**src/rtl/arb_pkg.sv**
```systemverilog
// Shared definitions for the dual-requester arbiter: state encoding,
// requester IDs and the tie-break helper used by IDLE and GAP.
package arb_pkg;

  typedef enum logic [1:0] {
    ST_IDLE  = 2'd0,
    ST_GNT_A = 2'd1,
    ST_GNT_B = 2'd2,
    ST_GAP   = 2'd3
  } state_t;

  localparam logic ID_A = 1'b0;
  localparam logic ID_B = 1'b1;

  // Pick the next owner from idle: lone requester wins; on a tie the side
  // that did not win last time gets the resource.
  function automatic state_t arbitrate(input logic req_a,
                                       input logic req_b,
                                       input logic last_winner);
    state_t nxt;
    nxt = ST_IDLE;
    if (req_a && req_b) begin
      nxt = (last_winner == ID_A) ? ST_GNT_B : ST_GNT_A;
    end else if (req_a) begin
      nxt = ST_GNT_A;
    end else if (req_b) begin
      nxt = ST_GNT_B;
    end
    return nxt;
  endfunction

endpackage

```
**src/rtl/hold_counter.sv**
```systemverilog
// Saturating hold counter for the arbiter.
//   clk, rst : clock, synchronous active-high reset
//   load1    : load the value 1 (start of a grant)
//   clr      : clear to 0 (no grant)
//   inc      : increment, saturating at MAX_HOLD
//   cnt      : current count
//   term     : cnt == MAX_HOLD
module hold_counter #(
  parameter int unsigned MAX_HOLD = 8,
  parameter int unsigned CNT_W    = 8
) (
  input  logic             clk,
  input  logic             rst,
  input  logic             load1,
  input  logic             clr,
  input  logic             inc,
  output logic [CNT_W-1:0] cnt,
  output logic             term
);

  localparam logic [CNT_W-1:0] CNT_MAX = CNT_W'(MAX_HOLD);
  localparam logic [CNT_W-1:0] CNT_ONE = CNT_W'(1);

  assign term = (cnt == CNT_MAX);

  // Clear has priority over load, load over increment.
  always_ff @(posedge clk) begin
    if (rst || clr) begin
      cnt <= '0;
    end else if (load1) begin
      cnt <= CNT_ONE;
    end else if (inc && !term) begin
      cnt <= cnt + CNT_ONE;
    end
  end

endmodule

```
**src/rtl/dual_req_arbiter.sv**
```systemverilog
// Two-requester round-robin arbiter with hold-time preemption and a
// one-cycle dead gap between grants.
//   clk, rst     : clock, synchronous active-high reset
//   req_a, req_b : level requests
//   gnt_a, gnt_b : registered one-hot grants
//   busy         : registered, gnt_a | gnt_b
//   conflict     : registered, both requests sampled high last edge
//   preempt      : pulse during the GAP after a forced release
//   hold_cnt     : cycles elapsed in the current grant, 0 otherwise
module dual_req_arbiter
  import arb_pkg::*;
#(
  parameter int unsigned MAX_HOLD = 8,
  parameter int unsigned CNT_W    = 8
) (
  input  logic             clk,
  input  logic             rst,
  input  logic             req_a,
  input  logic             req_b,
  output logic             gnt_a,
  output logic             gnt_b,
  output logic             busy,
  output logic             conflict,
  output logic             preempt,
  output logic [CNT_W-1:0] hold_cnt
);

  state_t state;
  state_t state_nxt;
  logic   last_winner;
  logic   winner_nxt;
  logic   preempt_nxt;
  logic   cnt_load;
  logic   cnt_clr;
  logic   cnt_inc;
  logic   cnt_term;

  hold_counter #(
    .MAX_HOLD (MAX_HOLD),
    .CNT_W    (CNT_W)
  ) u_hold_counter (
    .clk   (clk),
    .rst   (rst),
    .load1 (cnt_load),
    .clr   (cnt_clr),
    .inc   (cnt_inc),
    .cnt   (hold_cnt),
    .term  (cnt_term)
  );

  // Next-state decision and counter controls.
  always_comb begin
    state_nxt   = state;
    winner_nxt  = last_winner;
    preempt_nxt = 1'b0;
    cnt_load    = 1'b0;
    cnt_clr     = 1'b0;
    cnt_inc     = 1'b0;
    case (state)
      ST_IDLE, ST_GAP: begin
        state_nxt = arbitrate(req_a, req_b, last_winner);
        if (state_nxt == ST_GNT_A) begin
          cnt_load   = 1'b1;
          winner_nxt = ID_A;
        end else if (state_nxt == ST_GNT_B) begin
          cnt_load   = 1'b1;
          winner_nxt = ID_B;
        end else begin
          cnt_clr = 1'b1;
        end
      end
      ST_GNT_A: begin
        if (!req_a) begin
          state_nxt = ST_GAP;
          cnt_clr   = 1'b1;
        end else if (cnt_term && req_b) begin
          state_nxt   = ST_GAP;
          cnt_clr     = 1'b1;
          preempt_nxt = 1'b1;
        end else begin
          cnt_inc = 1'b1;
        end
      end
      ST_GNT_B: begin
        if (!req_b) begin
          state_nxt = ST_GAP;
          cnt_clr   = 1'b1;
        end else if (cnt_term && req_a) begin
          state_nxt   = ST_GAP;
          cnt_clr     = 1'b1;
          preempt_nxt = 1'b1;
        end else begin
          cnt_inc = 1'b1;
        end
      end
      default: begin
        state_nxt = ST_IDLE;
        cnt_clr   = 1'b1;
      end
    endcase
  end

  // State and registered outputs; grants are decoded from the next state
  // so they line up with the state register.
  always_ff @(posedge clk) begin
    if (rst) begin
      state       <= ST_IDLE;
      last_winner <= ID_B;
      gnt_a       <= 1'b0;
      gnt_b       <= 1'b0;
      busy        <= 1'b0;
      conflict    <= 1'b0;
      preempt     <= 1'b0;
    end else begin
      state       <= state_nxt;
      last_winner <= winner_nxt;
      gnt_a       <= (state_nxt == ST_GNT_A);
      gnt_b       <= (state_nxt == ST_GNT_B);
      busy        <= (state_nxt == ST_GNT_A) || (state_nxt == ST_GNT_B);
      conflict    <= req_a & req_b;
      preempt     <= preempt_nxt;
    end
  end

endmodule

```
**config.mk**
```make
export PLATFORM = sky130hd
export DESIGN_NAME = dual_req_arbiter
export DESIGN_NICKNAME = d
export VERILOG_FILES = /design/src/rtl/arb_pkg.sv /design/src/rtl/hold_counter.sv /design/src/rtl/dual_req_arbiter.sv
export SDC_FILE = /design/constraint.sdc
export NUM_CORES = 1
export LEC_CHECK = 0
export BUFFER_PORTS_ARGS = -buffer_cell sky130_fd_sc_hd__buf_2
export CAP_MARGIN = 15
export CORE_ASPECT_RATIO = 0.75
export CORE_MARGIN = 2
export CORE_UTILIZATION = 45
export CTS_CLUSTER_SIZE = 16
export DETAILED_ROUTE_END_ITERATION = 10
export PLACE_DENSITY = 0.75
export SYNTH_ARGS = -nofsm -noshare
export SYNTH_HDL_FRONTEND = slang
export SYNTH_SLANG_ARGS = --single-unit
```
**constraint.sdc**
```tcl
create_clock -name clk -period 2.8 [get_ports clk]
set_input_delay 0.42 -clock clk [delete_from_list [all_inputs] [get_ports clk]]
set_output_delay 0.42 -clock clk [all_outputs]
set_load 0.03 [all_outputs]
```
==> summary.log <==
INFO  setup_path     rr_worst_depth=8
INFO  sta            rsz0062_at_grt=no
INFO  global_routing number_of_global_route_vias_before_repair=675
INFO  clocking       clk_path_buf_depth=2
INFO  setup_path     crit_path_start_kind=flop
INFO  layout         num-nets-final=125
INFO  clocking       htree_num_levels=1
INFO  synth          synth_nets=106
INFO  sta            max_slew.worst_pin.slew=0.577ns
INFO  sta            worst_slew_margin_rel=61.5%
INFO  sta            finalMaxSlewViolations=0
INFO  clocking       cts_inserted_buffers=3
INFO  detailed_routing drt-vias-per-instance=5.33
INFO  detailed_routing first_pass_drt_iterations=4
INFO  sta            maxClockFrequency=439MHz
INFO  clocking       cts_hold_buf=0
INFO  clocking       post-cts-setup-buffers=0
INFO  placement      placed_cells_incl_taps=132
INFO  clocking       cts_tree=done
INFO  power_and_ir_drop power.static_leakage=0.449nW
INFO  clocking       clock_insertion_delay_worst_skew=0.30ns
INFO  layout         finish.instance_area=0.00104mm^2
INFO  detailed_routing num_vias=725
INFO  clocking       cts_root_buffer=sky130_fd_sc_hd__clkbuf_4
INFO  die            pin_count=17
INFO  clocking       number_of_gates_resized_after_cts=0
INFO  sta            hold_violations=0
INFO  sta            fin_tns_setup=0ns
INFO  worst_hold_path hold_path_class=in2reg
INFO  setup_path     worst-endpoint-required=3.00ns
INFO  synth          yosys_warnings=0
INFO  layout         final_cell_mix=16 x sky130_fd_sc_hd__dfxtp_1, 16 x sky130_fd_sc_hd__buf_2, 11 x sky130_fd_sc_hd__nor2_1, 8 x sky130_fd_sc_hd__inv_1, 8 x sky130_fd_sc_hd__ha_1
INFO  sta            min_period=2.28ns
INFO  detailed_routing routedWlPerCell=13.7um
INFO  placement      port_buffers=16
INFO  setup_path     max_stage_delay=0.58ns
INFO  setup_path     endpoint_kind=flop
INFO  power_and_ir_drop irDropWorstVdd=0.384mV
INFO  placement      dp_hpwl=1.41mm
INFO  job            timing.max_cap.violations=0
INFO  setup_path     path_class=reg2reg
INFO  die            core-area=0.00196mm^2
INFO  run_status     run_status=finished, final reports clean
INFO  layout         layout-drive-gt1-share=25.9%
INFO  die            die_h=42.9um
INFO  sta            skew=0.00379ns
INFO  placement      gp_routability_congestion=0.820
INFO  global_routing maximum_number_of_pins_on_one_net_before_global_route_repair=15
INFO  clocking       clock-sinks=16
INFO  layout         diodes=0
INFO  placement      placement.cell_area=0.00101mm^2
INFO  worst_hold_path number_of_cells_traversed_by_the_worst_hold_path=2
INFO  global_routing track_usage=17.3%
INFO  detailed_routing route.final.wire_length=1.86mm
INFO  setup_path     timing.critical_path.fanout_max=14
INFO  detailed_routing detail_route.drc_violations=0
INFO  synth          yosys.cell_types.count=32
INFO  setup_path     path_cells=inv_1 > ha_1 > or4b_1 > a31oi_1 > a211o_1 > inv_1 > ha_1 > nor2b_1
INFO  clocking       clock_pin_slew_worst_setup_and_hold_paths=0.09ns
INFO  layout         area.growth.synth_to_final=15.2%
INFO  global_routing first_pass_grt_wire_length=3.11mm
INFO  die            area_of_the_die=0.00239mm^2
INFO  die            fp-row-count=14
INFO  synth          cell_area_synth=907um^2
INFO  synth          synth_sequential_area_ratio=35.3%
INFO  setup_path     timing.critical_path.slowest_stage_cell=sky130_fd_sc_hd__or4b_1
INFO  layout         final-instance-count-excl-fill=136
INFO  synth          netlist_instances=94
INFO  setup_path     worstPathArrival=2.47ns
INFO  sta            final_setup_viols=0
INFO  die            floorplan.initialDensity=46.2%
INFO  synth          number_of_register_bits_inferred_by_synthesis=16
INFO  global_routing grt_antenna_before_repair=0
INFO  layout         final.fill_count=182
INFO  detailed_routing ant_nets_after_route=0
INFO  power_and_ir_drop power.density_cell_area=805mW/mm^2
INFO  synth          syn_area_per_cell=9.65um^2
INFO  detailed_routing detail_route.iter0.violations=17
INFO  sta            min_period_over_period=81.3%
INFO  die            dieWidth=55.8um
INFO  global_routing grt_overflow=0
worst max-delay path: cells and delay by family, from the launching register on:
kind            cells  cell delay, ns
flops               1            0.37
simple gates        2            0.70
fa+ha+maj           2            0.64
compound gates      2            0.34
buf+inv             2            0.13
area by class of cell:
cell class / count / area [um^2] / share of cell area (%)
inverters: 8 / 30.0 / 2.87
clock buffers: 4 / 36.3 / 3.47
multi-input cells: 68 / 548 / 52.5
flip-flops and latches: 16 / 320 / 30.7
repair buffers: 16 / 80.1 / 7.66
well taps: 24 / 30.0 / 2.87
sequential cells by signal (all words and copies together) (netlist names):
signal	count
last_winner	1
gnt_b	1
u_hold_counter.cnt	8
conflict	1
preempt	1
gnt_a	1
state	2
busy	1
Yosys cell counts:
cell                        number  area share (%)
sky130_fd_sc_hd__a211oi_2        3             4.1
sky130_fd_sc_hd__ha_1            8              11
sky130_fd_sc_hd__nor2b_1         3             2.1
sky130_fd_sc_hd__or2b_1          1            0.83
sky130_fd_sc_hd__o21ai_0         2             1.1
sky130_fd_sc_hd__and4bb_4        1             1.8
sky130_fd_sc_hd__dfxtp_1        16              35
sky130_fd_sc_hd__nor3_1          3             1.7
sky130_fd_sc_hd__a22oi_2         1             1.4
sky130_fd_sc_hd__nor4b_1         3             2.9
sky130_fd_sc_hd__nand2_1         3             1.2
sky130_fd_sc_hd__nor3b_1         2             1.7
sky130_fd_sc_hd__buf_2           1            0.55
sky130_fd_sc_hd__a2111oi_1       1             1.1
sky130_fd_sc_hd__nand3b_4        1             2.2
sky130_fd_sc_hd__nor2_1         11             4.6
sky130_fd_sc_hd__or4b_1          2             2.2
sky130_fd_sc_hd__inv_1           8             3.3
sky130_fd_sc_hd__a211oi_1        1            0.83
sky130_fd_sc_hd__o22ai_1         1            0.69
sky130_fd_sc_hd__and4bb_2        1             1.4
sky130_fd_sc_hd__nand4_1         1            0.69
sky130_fd_sc_hd__nand2_2         1            0.69
sky130_fd_sc_hd__clkbuf_1        1            0.41
sky130_fd_sc_hd__nor4_1          1            0.69
sky130_fd_sc_hd__a31oi_1         2             1.4
sky130_fd_sc_hd__nor3_4          1             1.8
sky130_fd_sc_hd__xnor2_1         7             6.8
sky130_fd_sc_hd__nand2b_1        3             2.1
sky130_fd_sc_hd__mux2i_1         1             1.1
sky130_fd_sc_hd__a211o_1         2             1.9
sky130_fd_sc_hd__nand3_1         1            0.55
path summary, 6_finish.rpt:
kind                                  start     endpoint  slack (ns)
worst max-delay path               state[0]        gnt_b        0.52
worst min-delay path                    rst         busy        0.42
worst max register to register     state[0]        gnt_b        0.52
worst min register to register  last_winner  last_winner        0.51
cells by family (layout without fill, tap and decap cells):
kind of cell	Yosys count	count (layout)	synth area share, %
compound gates	13	13	12.6
xor+xnor	7	7	6.76
fa+ha+maj	8	8	11.0
buf+inv	10	28	4.28
flops	16	16	35.3
mux	1	1	1.10
simple gates	39	39	29.0
through the flow:
step	hold WS (ns)	power (mW)	setup WS, ns	util [%]
after floorplan	0.453	0.597	0.855	-
after global placement	0.465	0.662	0.662	51.4
after detailed placement	0.491	0.686	0.554	51.4
after CTS	0.414	0.843	0.536	53.3
after global routing	0.431	0.902	0.412	53.3
final	0.419	0.841	0.522	53.3
routing by layer:
metal / wire length, um / vias up / GRT usage [%]
met5: 0 / - / 0
met4: 76 / 0 / 10.0
met3: 72 / 8 / 7.32
met2: 849 / 11 / 26.4
met1: 859 / 339 / 20.4
li1: - / 367 / -
where the power goes:
| part | switching (mW) | internal, mW | total [mW] |
|---|---|---|---|
| sequential | 0.0284 | 0.268 | 0.297 |
| combinational | 0.236 | 0.150 | 0.386 |
| clock | 0.0786 | 0.0795 | 0.158 |
| total | 0.343 | 0.498 | 0.841 |
(Power assumes the default switching activity.)
